===== src/rtl/ahblite_decoder_mux.sv =====
// rtl/ahblite_decoder_mux.sv - AHB-Lite address decoder, response mux and default slave
module ahblite_decoder_mux #(
    parameter int                            NUM_SLAVES = 4,
    parameter int                            ADDR_WIDTH = 32,
    parameter int                            DATA_WIDTH = 32,
    parameter logic [NUM_SLAVES*ADDR_WIDTH-1:0] SLV_BASE = '0,
    parameter logic [NUM_SLAVES*ADDR_WIDTH-1:0] SLV_MASK = '0
) (
    input  logic                             clk_i,
    input  logic                             rst_ni,
    input  logic [ADDR_WIDTH-1:0]            haddr_i,
    input  logic [1:0]                       htrans_i,
    output logic [DATA_WIDTH-1:0]            hrdata_o,
    output logic                             hready_o,
    output logic                             hresp_o,
    output logic [NUM_SLAVES-1:0]            hsel_o,
    input  logic [NUM_SLAVES*DATA_WIDTH-1:0] hrdata_s_i,
    input  logic [NUM_SLAVES-1:0]            hreadyout_s_i,
    input  logic [NUM_SLAVES-1:0]            hresp_s_i,
    output logic [7:0]                       err_cnt_o
);

    localparam int SW = $clog2(NUM_SLAVES + 1);
    // Index one past the last slave stands for the built-in default slave.
    localparam logic [SW-1:0] DEF = SW'(NUM_SLAVES);

    localparam logic [1:0] ST_IDLE = 2'd0;
    localparam logic [1:0] ST_ERR1 = 2'd1;
    localparam logic [1:0] ST_ERR2 = 2'd2;

    logic [SW-1:0]         match_idx;
    logic [SW-1:0]         dsel;
    logic                  dact;
    logic [1:0]            state;
    logic [1:0]            state_nxt;
    logic                  addr_active;
    logic [DATA_WIDTH-1:0] s_rdata;
    logic                  s_ready;
    logic                  s_resp;

    assign addr_active = (htrans_i == 2'd2) || (htrans_i == 2'd3);

    // Descending scan so the lowest matching index is the one left standing.
    always_comb begin
        match_idx = DEF;
        hsel_o    = '0;
        for (int k = NUM_SLAVES - 1; k >= 0; k--) begin
            if ((SLV_MASK[k*ADDR_WIDTH +: ADDR_WIDTH] != '0) &&
                ((haddr_i & SLV_MASK[k*ADDR_WIDTH +: ADDR_WIDTH]) ==
                 (SLV_BASE[k*ADDR_WIDTH +: ADDR_WIDTH] & SLV_MASK[k*ADDR_WIDTH +: ADDR_WIDTH]))) begin
                match_idx = SW'(k);
                hsel_o    = '0;
                hsel_o[k] = 1'b1;
            end
        end
    end

    always_comb begin
        s_rdata = '0;
        s_ready = 1'b1;
        s_resp  = 1'b0;
        for (int k = 0; k < NUM_SLAVES; k++) begin
            if (dsel == SW'(k)) begin
                s_rdata = hrdata_s_i[k*DATA_WIDTH +: DATA_WIDTH];
                s_ready = hreadyout_s_i[k];
                s_resp  = hresp_s_i[k];
            end
        end
    end

    always_comb begin
        if (dsel == DEF) begin
            hrdata_o = '0;
            hready_o = (state != ST_ERR1);
            hresp_o  = (state != ST_IDLE);
        end else begin
            hrdata_o = s_rdata;
            hready_o = s_ready;
            hresp_o  = s_resp;
        end
    end

    always_comb begin
        state_nxt = state;
        if (state == ST_ERR1) begin
            state_nxt = ST_ERR2;
        end else if (hready_o) begin
            state_nxt = ((match_idx == DEF) && addr_active) ? ST_ERR1 : ST_IDLE;
        end
    end

    always_ff @(posedge clk_i or negedge rst_ni) begin
        if (!rst_ni) begin
            dsel      <= DEF;
            dact      <= 1'b0;
            state     <= ST_IDLE;
            err_cnt_o <= 8'd0;
        end else begin
            state <= state_nxt;
            if (hready_o) begin
                dsel <= match_idx;
                dact <= addr_active;
            end
            if ((state == ST_ERR1) && (err_cnt_o != 8'hFF)) begin
                err_cnt_o <= err_cnt_o + 8'd1;
            end
        end
    end

    logic unused_dact;
    assign unused_dact = dact;

endmodule


===== config.mk =====
export PLATFORM = sky130hd
export DESIGN_NAME = ahblite_decoder_mux
export DESIGN_NICKNAME = d
export VERILOG_FILES = /design/src/rtl/ahblite_decoder_mux.sv
export SDC_FILE = /design/constraint.sdc
export NUM_CORES = 1
export LEC_CHECK = 0
export BUFFER_PORTS_ARGS = -buffer_cell sky130_fd_sc_hd__buf_2
export CORE_AREA = 8 8 79 81
export DETAILED_ROUTE_END_ITERATION = 8
export DIE_AREA = 0 0 87 89
export GPL_ROUTABILITY_DRIVEN = 0
export HOLD_SLACK_MARGIN = 0.02
export SYNTH_ARGS = -nofsm -noshare
export SYNTH_HDL_FRONTEND = slang
export SYNTH_SLANG_ARGS = --single-unit

===== constraint.sdc =====
create_clock -name clk_i -period 1.9 [get_ports clk_i]
set_input_delay 0.19 -clock clk_i [delete_from_list [all_inputs] [get_ports clk_i]]
set_output_delay 0.19 -clock clk_i [all_outputs]
set_load 0.02 [all_outputs]

==> impl_metrics.py, run 1 <==
metrics = {
    "run_status": {
        "outcome": "finished, final reports clean",
    },
    "sta": {
        "timing.final.crit_period_ps": 1460,
        "setup-tns-final_ps": 0,
        "finalHoldViolCount": 0,
        "setup_viol": 0,
        "fin_skew_ps": 2.31,
        "period_share_pct": 76.7,
        "rsz0062_at_grt": "false",
        "fmax_mhz": 686,
        "maxSlewViolCount": 0,
    },
    "synthesis": {
        "yosysWarnings": 0,
        "ys_types": 22,
        "synthTopCellsByArea": "buf_4 37%, dfrtp_1 35%, xnor2_1 4.8%, a21oi_1 2.1%, ha_1 1.7%",
        "ys_ff_latch": 10,
        "avgSynthCellArea_um2": 9.64,
        "synth_area_um2": 723,
        "synth_top_cell_area_share_pct": 37.4,
        "synthCells": 75,
        "yosys.area.top_type": "buf_4",
        "synth-seq-area-share_pct": 34.6,
    },
    "global_route": {
        "use_met1_pct": 3.88,
        "grt_use_total_pct": 3.39,
        "antenna_found_initial": 0,
        "grt_max_degree": 11,
        "grt_util_met2_pct": 4.86,
        "grt.met3_usage_pct": 1.93,
        "overflow": 0,
        "top_usage_layer": "met2",
        "grt_pass1_vias": 456,
        "grt_pass1_wl_mm": 2.04,
    },
    "clock_network": {
        "cts-buffers-inserted": 3,
        "root_buffer": "clkbuf_8",
        "cts_tree": "done",
        "path_clk_slew_ps": 50,
        "cts_setup_buffers": 0,
        "cts_resized": 0,
        "clk_latency_ps": 240,
        "clock_sinks": 10,
        "clockBufferDepth": 2,
        "htree_levels": 1,
    },
    "routing": {
        "num_vias": 428,
        "drt_first_pass_iters": 4,
        "post_drt_via_cell_ratio": 2.66,
        "ant_nets": 0,
        "drt_wl_total_mm": 1.37,
        "drt_iter0_markers": 4,
        "wl_per_cell_um": 8.53,
        "drc": 0,
    },
    "layout": {
        "multi_input_area_um2": 330,
        "final_cell_mix": "36 x conb_1, 12 x buf_2, 10 x dfrtp_1, 4 x xnor2_1, 4 x clkbuf_8",
        "syn_to_final_growth_pct": 10.2,
        "seqCellArea_um2": 250,
        "drive_gt1_share_pct": 23.1,
        "fillCellCount": 580,
        "diodes": 0,
        "layout_commonest_cell": "conb_1",
        "nets": 265,
        "final_util_pct": 16.0,
    },
    "hold_path": {
        "hp-start": "htrans_i[1]",
        "min_to": "state[0]",
        "worstHoldPathCells": 2,
        "worstHoldPathType": "primary input to flop",
    },
    "floorplanning": {
        "die_w_um": 87,
        "die_height_um": 89,
        "ioPinCount": 218,
        "num_rows": 26,
        "core_region_area_mm2": 0.00498,
        "die_area_mm2": 0.00774,
        "start_util_pct": 14.5,
    },
    "pwr": {
        "power.density_mw_per_mm2": 1240,
        "vdd_ir_drop_max_v": 0.000521,
        "power.leakage_uw": 0.000411,
    },
    "setup_path": {
        "ff2ff_path_depth": 5,
        "r2r_end": "err_cnt_o[6]",
        "end_kind": "flop",
        "crit_type": "flop to flop",
        "start_kind": "flop",
        "crit_arrival_ps": 1580,
        "crit_required_ps": 2020,
        "worst-path-max-fanout": 5,
        "r2r_start": "err_cnt_o[0]",
        "reg2reg_setup_slack_ps": 440,
    },
    "placement": {
        "port_buffers": 12,
        "hpwl_mm": 1.20,
    },
    "job": {
        "maxCapViolCount": 0,
    },
}
## cells in the mapped netlist (all sizes together)
| master | number |
|---|---|
| buf | 36 |
| ha | 1 |
| nand3 | 2 |
| a21oi | 3 |
| conb | 1 |
| nand2b | 2 |
| nand2 | 2 |
| nand4 | 1 |
| xnor2 | 4 |
| o2111ai | 1 |
| and4 | 2 |
| dfrtp | 10 |
| and2 | 1 |
| inv | 1 |
| mux2 | 2 |
| or2 | 1 |
| o21ai | 2 |
| nor2 | 3 |
## layer usage
| layer | part of all wire (%) | wire length [um] |
|---|---|---|
| met5 | 0 | 0 |
| met3 | 13 | 176 |
| met4 | 1.2 | 16 |
| met1 | 41 | 564 |
| met2 | 45 | 616 |
## worst max path at each step
stage	slack [ps]	cells after the start	end	start
final	440	5	err_cnt_o[6]	err_cnt_o[0]
after global routing	360	5	err_cnt_o[6]	err_cnt_o[0]
after CTS	440	5	err_cnt_o[6]	err_cnt_o[0]
after detailed placement	450	5	err_cnt_o[6]	err_cnt_o[0]
after global placement	460	5	err_cnt_o[6]	err_cnt_o[0]
after floorplan	440	5	err_cnt_o[6]	err_cnt_o[0]
## kinds of logic after synthesis
kind of cell / count (synthesis) / share of synthesized area, %
adders and majority gates: 1 / 1.73
muxes: 2 / 3.11
AOI/OAI and AO/OA: 6 / 5.19
and+or+nand+nor: 14 / 12.1
xor gates and xnor gates: 4 / 4.84
buffers and inverters: 37 / 37.9
DFF: 10 / 34.6
other: 1 / 0.519
## registers in the layout (all words and copies together) (netlist names)
register,count
state,2
err_cnt_o,8
## worst max-delay path, cell delays in order (launching register included)
cell     delay [ps]
dfrtp_1         400
ha_1            200
nand2_1         120
nor2_1          200
nand4_1         140
mux2_2          280
## power breakdown
| group | internal (uW) | switching (uW) | total, uW | leakage [uW] |
|---|---|---|---|---|
| Clock | 182 | 83.8 | 266 | 0.0000288 |
| Sequential | 282 | 78.9 | 361 | 0.000126 |
| Combinational | 113 | 246 | 358 | 0.000256 |
## final cells by class
type                            count  share of cell area, %
Tap cell                           70                   11.0
Clock buffer                        4                   6.91
Inverter                            1                  0.471
Multi-Input combinational cell     63                   41.4
Sequential cell                    10                   31.4
Timing Repair Buffer               13                   8.79
## through the flow
step	setup slack, ps	power, uW	area (um2)	hold slack (ps)	instances
finish	442	985	797	162	161
global route	358	1050	797	162	161
CTS	442	996	797	164	161
detailed placement	453	726	732	64.4	156
global placement	460	717	732	63.5	156
floorplan	438	663	855	-106	110
## timing repair
item,in CTS,in global routing
hold endpoints to repair,10,0
setup endpoints to repair,0,0
hold buffers,1,0
(Power assumes the default switching activity.)
==> run 2, diff against run 1 <==
--- a/config.mk
+++ b/config.mk
@@ -11,6 +11,7 @@
 export DIE_AREA = 0 0 87 89
 export GPL_ROUTABILITY_DRIVEN = 0
 export HOLD_SLACK_MARGIN = 0.02
+export PLACE_DENSITY = 0.67
 export SYNTH_ARGS = -nofsm -noshare
 export SYNTH_HDL_FRONTEND = slang
 export SYNTH_SLANG_ARGS = --single-unit
==> constraint.sdc (replaced) <==
create_clock -name clk_i -period 1.3 [get_ports clk_i]
set_input_delay 0.13 -clock clk_i [delete_from_list [all_inputs] [get_ports clk_i]]
set_output_delay 0.13 -clock clk_i [all_outputs]
set_load 0.02 [all_outputs]
==> impl_metrics.py, run 2 (synthesis results as in run 1) <==
metrics = {
    "job": {
        "maxCapViolCount": 0,
    },
    "routing": {
        "drc": 0,
        "wl_per_cell_um": 9.07,
        "drt_wl_total_mm": 1.55,
        "num_vias": 481,
        "drt_first_pass_iters": 4,
        "ant_nets": 0,
        "post_drt_via_cell_ratio": 2.81,
        "drt_iter0_markers": 11,
    },
    "layout": {
        "final_cell_mix": "36 x conb_1, 12 x buf_2, 10 x buf_4, 6 x dfrtp_2",
        "reg_top3": "err_cnt_o (8), state (2)",
        "diodes": 0,
        "drive_gt1_share_pct": 41.6,
        "syn_to_final_growth_pct": 25.6,
        "regMostFlops": "err_cnt_o",
        "layout_commonest_cell": "conb_1",
        "largest_reg_flops": 8,
        "nets": 275,
        "instances_no_fill": 171,
    },
    "clock_network": {
        "htree_levels": 1,
        "clk_latency_ps": 230,
        "clock_sinks": 10,
        "path_clk_slew_ps": 50,
        "clockBufferDepth": 2,
        "cts-buffers-inserted": 3,
        "cts_tree": "done",
        "cts_setup_buffers": 0,
        "root_buffer": "clkbuf_8",
    },
    "sta": {
        "maxSlewViolCount": 0,
        "finalHoldViolCount": 0,
        "fin_skew_ps": 0.928,
        "fmax_mhz": 788,
        "fin_ws_ps": 30.7,
        "setup_viol": 0,
        "rsz0062_at_grt": "true",
        "timing.final.crit_period_ps": 1270,
        "period_share_pct": 97.6,
        "timing.hold.ws_ps": 101,
        "setup-tns-final_ps": 0,
    },
    "floorplanning": {
        "die_w_um": 87,
        "ioPinCount": 218,
        "num_rows": 26,
        "start_util_pct": 14.5,
        "die_area_mm2": 0.00774,
        "core_region_area_mm2": 0.00498,
        "die_height_um": 89,
    },
    "setup_path": {
        "start_kind": "flop",
        "end_kind": "flop",
        "worst-path-max-fanout": 3,
        "crit_required_ps": 1420,
        "crit_arrival_ps": 1380,
        "crit_type": "flop to flop",
    },
    "global_route": {
        "antenna_found_initial": 0,
        "overflow": 0,
        "grt_pass1_vias": 500,
        "grt_use_total_pct": 3.70,
        "grt_pass1_wl_mm": 2.24,
        "grt_max_degree": 11,
    },
    "pwr": {
        "vdd_ir_drop_max_v": 0.000791,
        "power.density_mw_per_mm2": 1800,
        "power.leakage_uw": 0.000453,
    },
    "run_status": {
        "outcome": "finished, final reports clean",
    },
    "placement": {
        "pre_cts_slack_ps": -9.33,
        "port_buffers": 12,
        "dp.cells": 166,
        "hpwl_mm": 1.29,
    },
    "hold_path": {
        "worstHoldPathType": "primary input to flop",
    },
}
## run 2: changes by cell type in the layout (fill, tap and decap cells not counted), moves of 2 or more
cell,change
dfrtp_2,+6
buf_4,+10
dfrtp_1,-6
nor2_1,-2
## run 2: final timing paths
kind,cells after the start,slack [ps],from,endpoint
min in group asynchronous,2,280,rst_ni,state[0]
max,4,30,err_cnt_o[4],err_cnt_o[1]
min reg2reg,2,560,err_cnt_o[5],err_cnt_o[5]
min,2,100,htrans_i[1],state[0]
max reg2reg,4,30,err_cnt_o[4],err_cnt_o[1]
max in group asynchronous,2,800,rst_ni,err_cnt_o[0]
## run 2: where the power goes
group / switching [uW] / total, uW / internal [uW] / leakage, uW
logic: 474 / 788 / 314 / 0.000312
registers: 85.1 / 511 / 426 / 0.000118
clock network: 122 / 337 / 215 / 0.0000228
total: 681 / 1640 / 955 / 0.000453
## run 2: repair_timing
action,in CTS,in global routing
hold buffers,1,0
endpoints found under the hold margin,10,0
pin swaps,1,0
endpoints found under the setup margin,1,5
resized for setup,1,6
## run 2: layout make-up
type,instances,area [um2]
Multi-Input combinational cell,63,369
Sequential cell,10,258
Inverter,1,3.75
Fill cell,577,4070
Clock buffer,4,45.0
Tap cell,70,87.6
Timing Repair Buffer,23,145
## run 2: through the flow
| stage | cell area (um2) | total power (uW) | utilization (%) |
|---|---|---|---|
| detailed placement | 820 | 1230 | 16.5 |
| floorplan | 867 | 999 | - |
| global placement | 820 | 1220 | 16.5 |
| finish | 908 | 1640 | 18.3 |
| CTS | 885 | 1610 | 17.8 |
| global route | 908 | 1750 | 18.3 |
## run 2: per-layer routing
layer  track usage [%]  wire length (um)  part of all wire, %
met1              4.35               654                   42
met2              5.69               734                   47
met3              1.75               152                  9.8
met4              1.41                10                 0.64
met5                 0                 0                    0
## run 2: critical path: stages (launching register included)
cell and delay (ps):
dfrtp_2 350, and4_4 240, nand2_4 50, o21ai_2 160, mux2_1 330
==> run 3, diff against run 2 <==
--- a/config.mk
+++ b/config.mk
@@ -11,7 +11,7 @@
 export DIE_AREA = 0 0 87 89
 export GPL_ROUTABILITY_DRIVEN = 0
 export HOLD_SLACK_MARGIN = 0.02
-export PLACE_DENSITY = 0.67
+export PLACE_DENSITY = 0.76
 export SYNTH_ARGS = -nofsm -noshare
 export SYNTH_HDL_FRONTEND = slang
 export SYNTH_SLANG_ARGS = --single-unit
==> impl_metrics.py, run 3 (synthesis results as in run 1) <==
metrics = {
    "job": {
        "maxCapViolCount": 0,
    },
    "routing": {
        "post_drt_via_cell_ratio": 2.83,
        "drc": 0,
        "num_vias": 492,
        "drt_wl_total_mm": 1.60,
        "drt_iter0_markers": 15,
        "ant_nets": 0,
        "met2_length_um": 847,
        "drt_first_pass_iters": 4,
        "wl_per_cell_um": 9.21,
        "highest_layer": "met3",
        "drt-met1-wl_um": 616,
        "wl_met3_um": 138,
    },
    "layout": {
        "fillCellCount": 560,
        "layout_commonest_cell": "conb_1",
        "drive_gt1_share_pct": 44.2,
        "regMostFlops": "err_cnt_o",
        "seqCellArea_um2": 258,
        "nets": 278,
        "reg_top3": "err_cnt_o (8), state (2)",
        "largest_reg_flops": 8,
        "fin_area_um2": 945,
        "syn_to_final_growth_pct": 30.6,
        "diodes": 0,
        "final_cell_mix": "36 x conb_1, 13 x buf_4, 12 x buf_2, 6 x dfrtp_2",
        "multi_input_area_um2": 373,
    },
    "sta": {
        "fmax_mhz": 792,
        "maxSlewViolCount": 0,
        "rsz0062_at_grt": "true",
        "fin_ws_ps": 38.1,
        "timing.final.crit_period_ps": 1260,
        "period_share_pct": 97.1,
        "fin_skew_ps": 4.89,
        "setup_viol": 0,
        "finalHoldViolCount": 0,
    },
    "global_route": {
        "grt_use_total_pct": 3.75,
        "grt_pass1_wl_mm": 2.25,
        "grt_pass1_vias": 491,
        "antenna_found_initial": 0,
        "grt_max_degree": 11,
        "overflow": 0,
    },
    "setup_path": {
        "crit_type": "flop to flop",
        "crit_required_ps": 1410,
        "end_kind": "flop",
        "cp_slowest_cell": "dfrtp_2",
        "ff2ff_path_depth": 4,
        "reg2reg_setup_slack_ps": 40,
        "worst-path-max-fanout": 3,
        "worstPathCellList": "and4_4, nand2_4, o21ai_2, mux2_1",
        "r2r_end": "err_cnt_o[1]",
        "crit_arrival_ps": 1370,
        "start_kind": "flop",
        "r2r_start": "err_cnt_o[5]",
        "cpPeakStageDelay_ps": 350,
    },
    "clock_network": {
        "clk_latency_ps": 230,
        "cts_tree": "done",
        "cts-buffers-inserted": 3,
        "root_buffer": "clkbuf_8",
        "htree_levels": 1,
        "clockBufferDepth": 2,
        "path_clk_slew_ps": 50,
        "clock_sinks": 10,
    },
    "floorplanning": {
        "start_util_pct": 14.5,
        "die_area_mm2": 0.00774,
        "die_w_um": 87,
        "die_height_um": 89,
        "ioPinCount": 218,
        "num_rows": 26,
        "core_region_area_mm2": 0.00498,
    },
    "hold_path": {
        "worstHoldPathCells": 2,
        "worstHoldPathType": "primary input to flop",
        "min_to": "state[0]",
        "hp-start": "htrans_i[1]",
    },
    "placement": {
        "port_buffers": 12,
        "pre_cts_slack_ps": -6.61,
        "place_area_um2": 835,
        "hpwl_mm": 1.36,
    },
    "run_status": {
        "outcome": "finished, final reports clean",
    },
    "pwr": {
        "power.density_mw_per_mm2": 1830,
        "vdd_ir_drop_max_v": 0.000542,
        "power.leakage_uw": 0.000477,
    },
}
-- run 3: changes by cell type in the layout (fill, tap and decap cells not counted) --
| cell | delta |
|---|---|
| mux2_4 | +1 |
| clkbuf_8 | +1 |
| clkbuf_1 | -1 |
| o21ai_0 | -1 |
| o21ai_1 | +1 |
| buf_4 | +3 |
| mux2_2 | -1 |
-- run 3: worst max-delay path by stage --
stage | endpoint | start | cells past startpoint
2_1_floorplan | err_cnt_o[1] | err_cnt_o[3] | 4
3_3_place_gp | err_cnt_o[6] | err_cnt_o[0] | 5
3_5_place_dp | err_cnt_o[6] | err_cnt_o[0] | 5
4_1_cts | err_cnt_o[6] | err_cnt_o[0] | 5
5_1_grt | err_cnt_o[1] | err_cnt_o[5] | 4
6_report | err_cnt_o[1] | err_cnt_o[5] | 4
-- run 3: metal layers --
metal / global-route usage, % / vias up
li1: - / 228
met1: 3.87 / 238
met2: 6.80 / 26
met3: 1.93 / 0
met4: 0.469 / 0
met5: 0 / -
-- run 3: per-stage QoR --
step	hold WS, ps	utilization, %	TNS (ps)	total power, uW	cells
final	106	19.0	0	1730	174
after global routing	120	19.0	-39.9	1870	174
after CTS	106	18.4	0	1700	173
after detailed placement	11.3	16.8	-6.61	1260	168
after global placement	6.14	16.8	0	1230	168
after floorplan	-166	-	-124	999	110
-- run 3: critical path: cells and delay by family (launching register included) --
family | cells | cell delay, ps
AND/OR/NAND/NOR | 2 | 320
multiplexers | 1 | 330
AO/OA/AOI/OAI | 1 | 140
flip-flops | 1 | 350
-- run 3: timing repair --
| action | in CTS | in global routing |
|---|---|---|
| resized for setup | 2 | 7 |
| hold buffers | 1 | 0 |
| pin swaps | 0 | 3 |
| endpoints found under the setup margin | 1 | 5 |
| endpoints found under the hold margin | 10 | 0 |
| buffers inserted | 0 | 1 |
-- run 3: area by class of cell --
| class | instances | area share (%) |
|---|---|---|
| multi-input cells | 63 | 39.5 |
| flip-flops and latches | 10 | 27.3 |
| clock buffers | 4 | 5.83 |
| repair buffers | 26 | 17.7 |
| inverters | 1 | 0.397 |
| well taps | 70 | 9.27 |
-- run 3: where the power goes --
group | internal (uW) | switching, uW
clock | 266 | 114
sequential | 426 | 84.5
combinational | 346 | 495
total | 1040 | 693
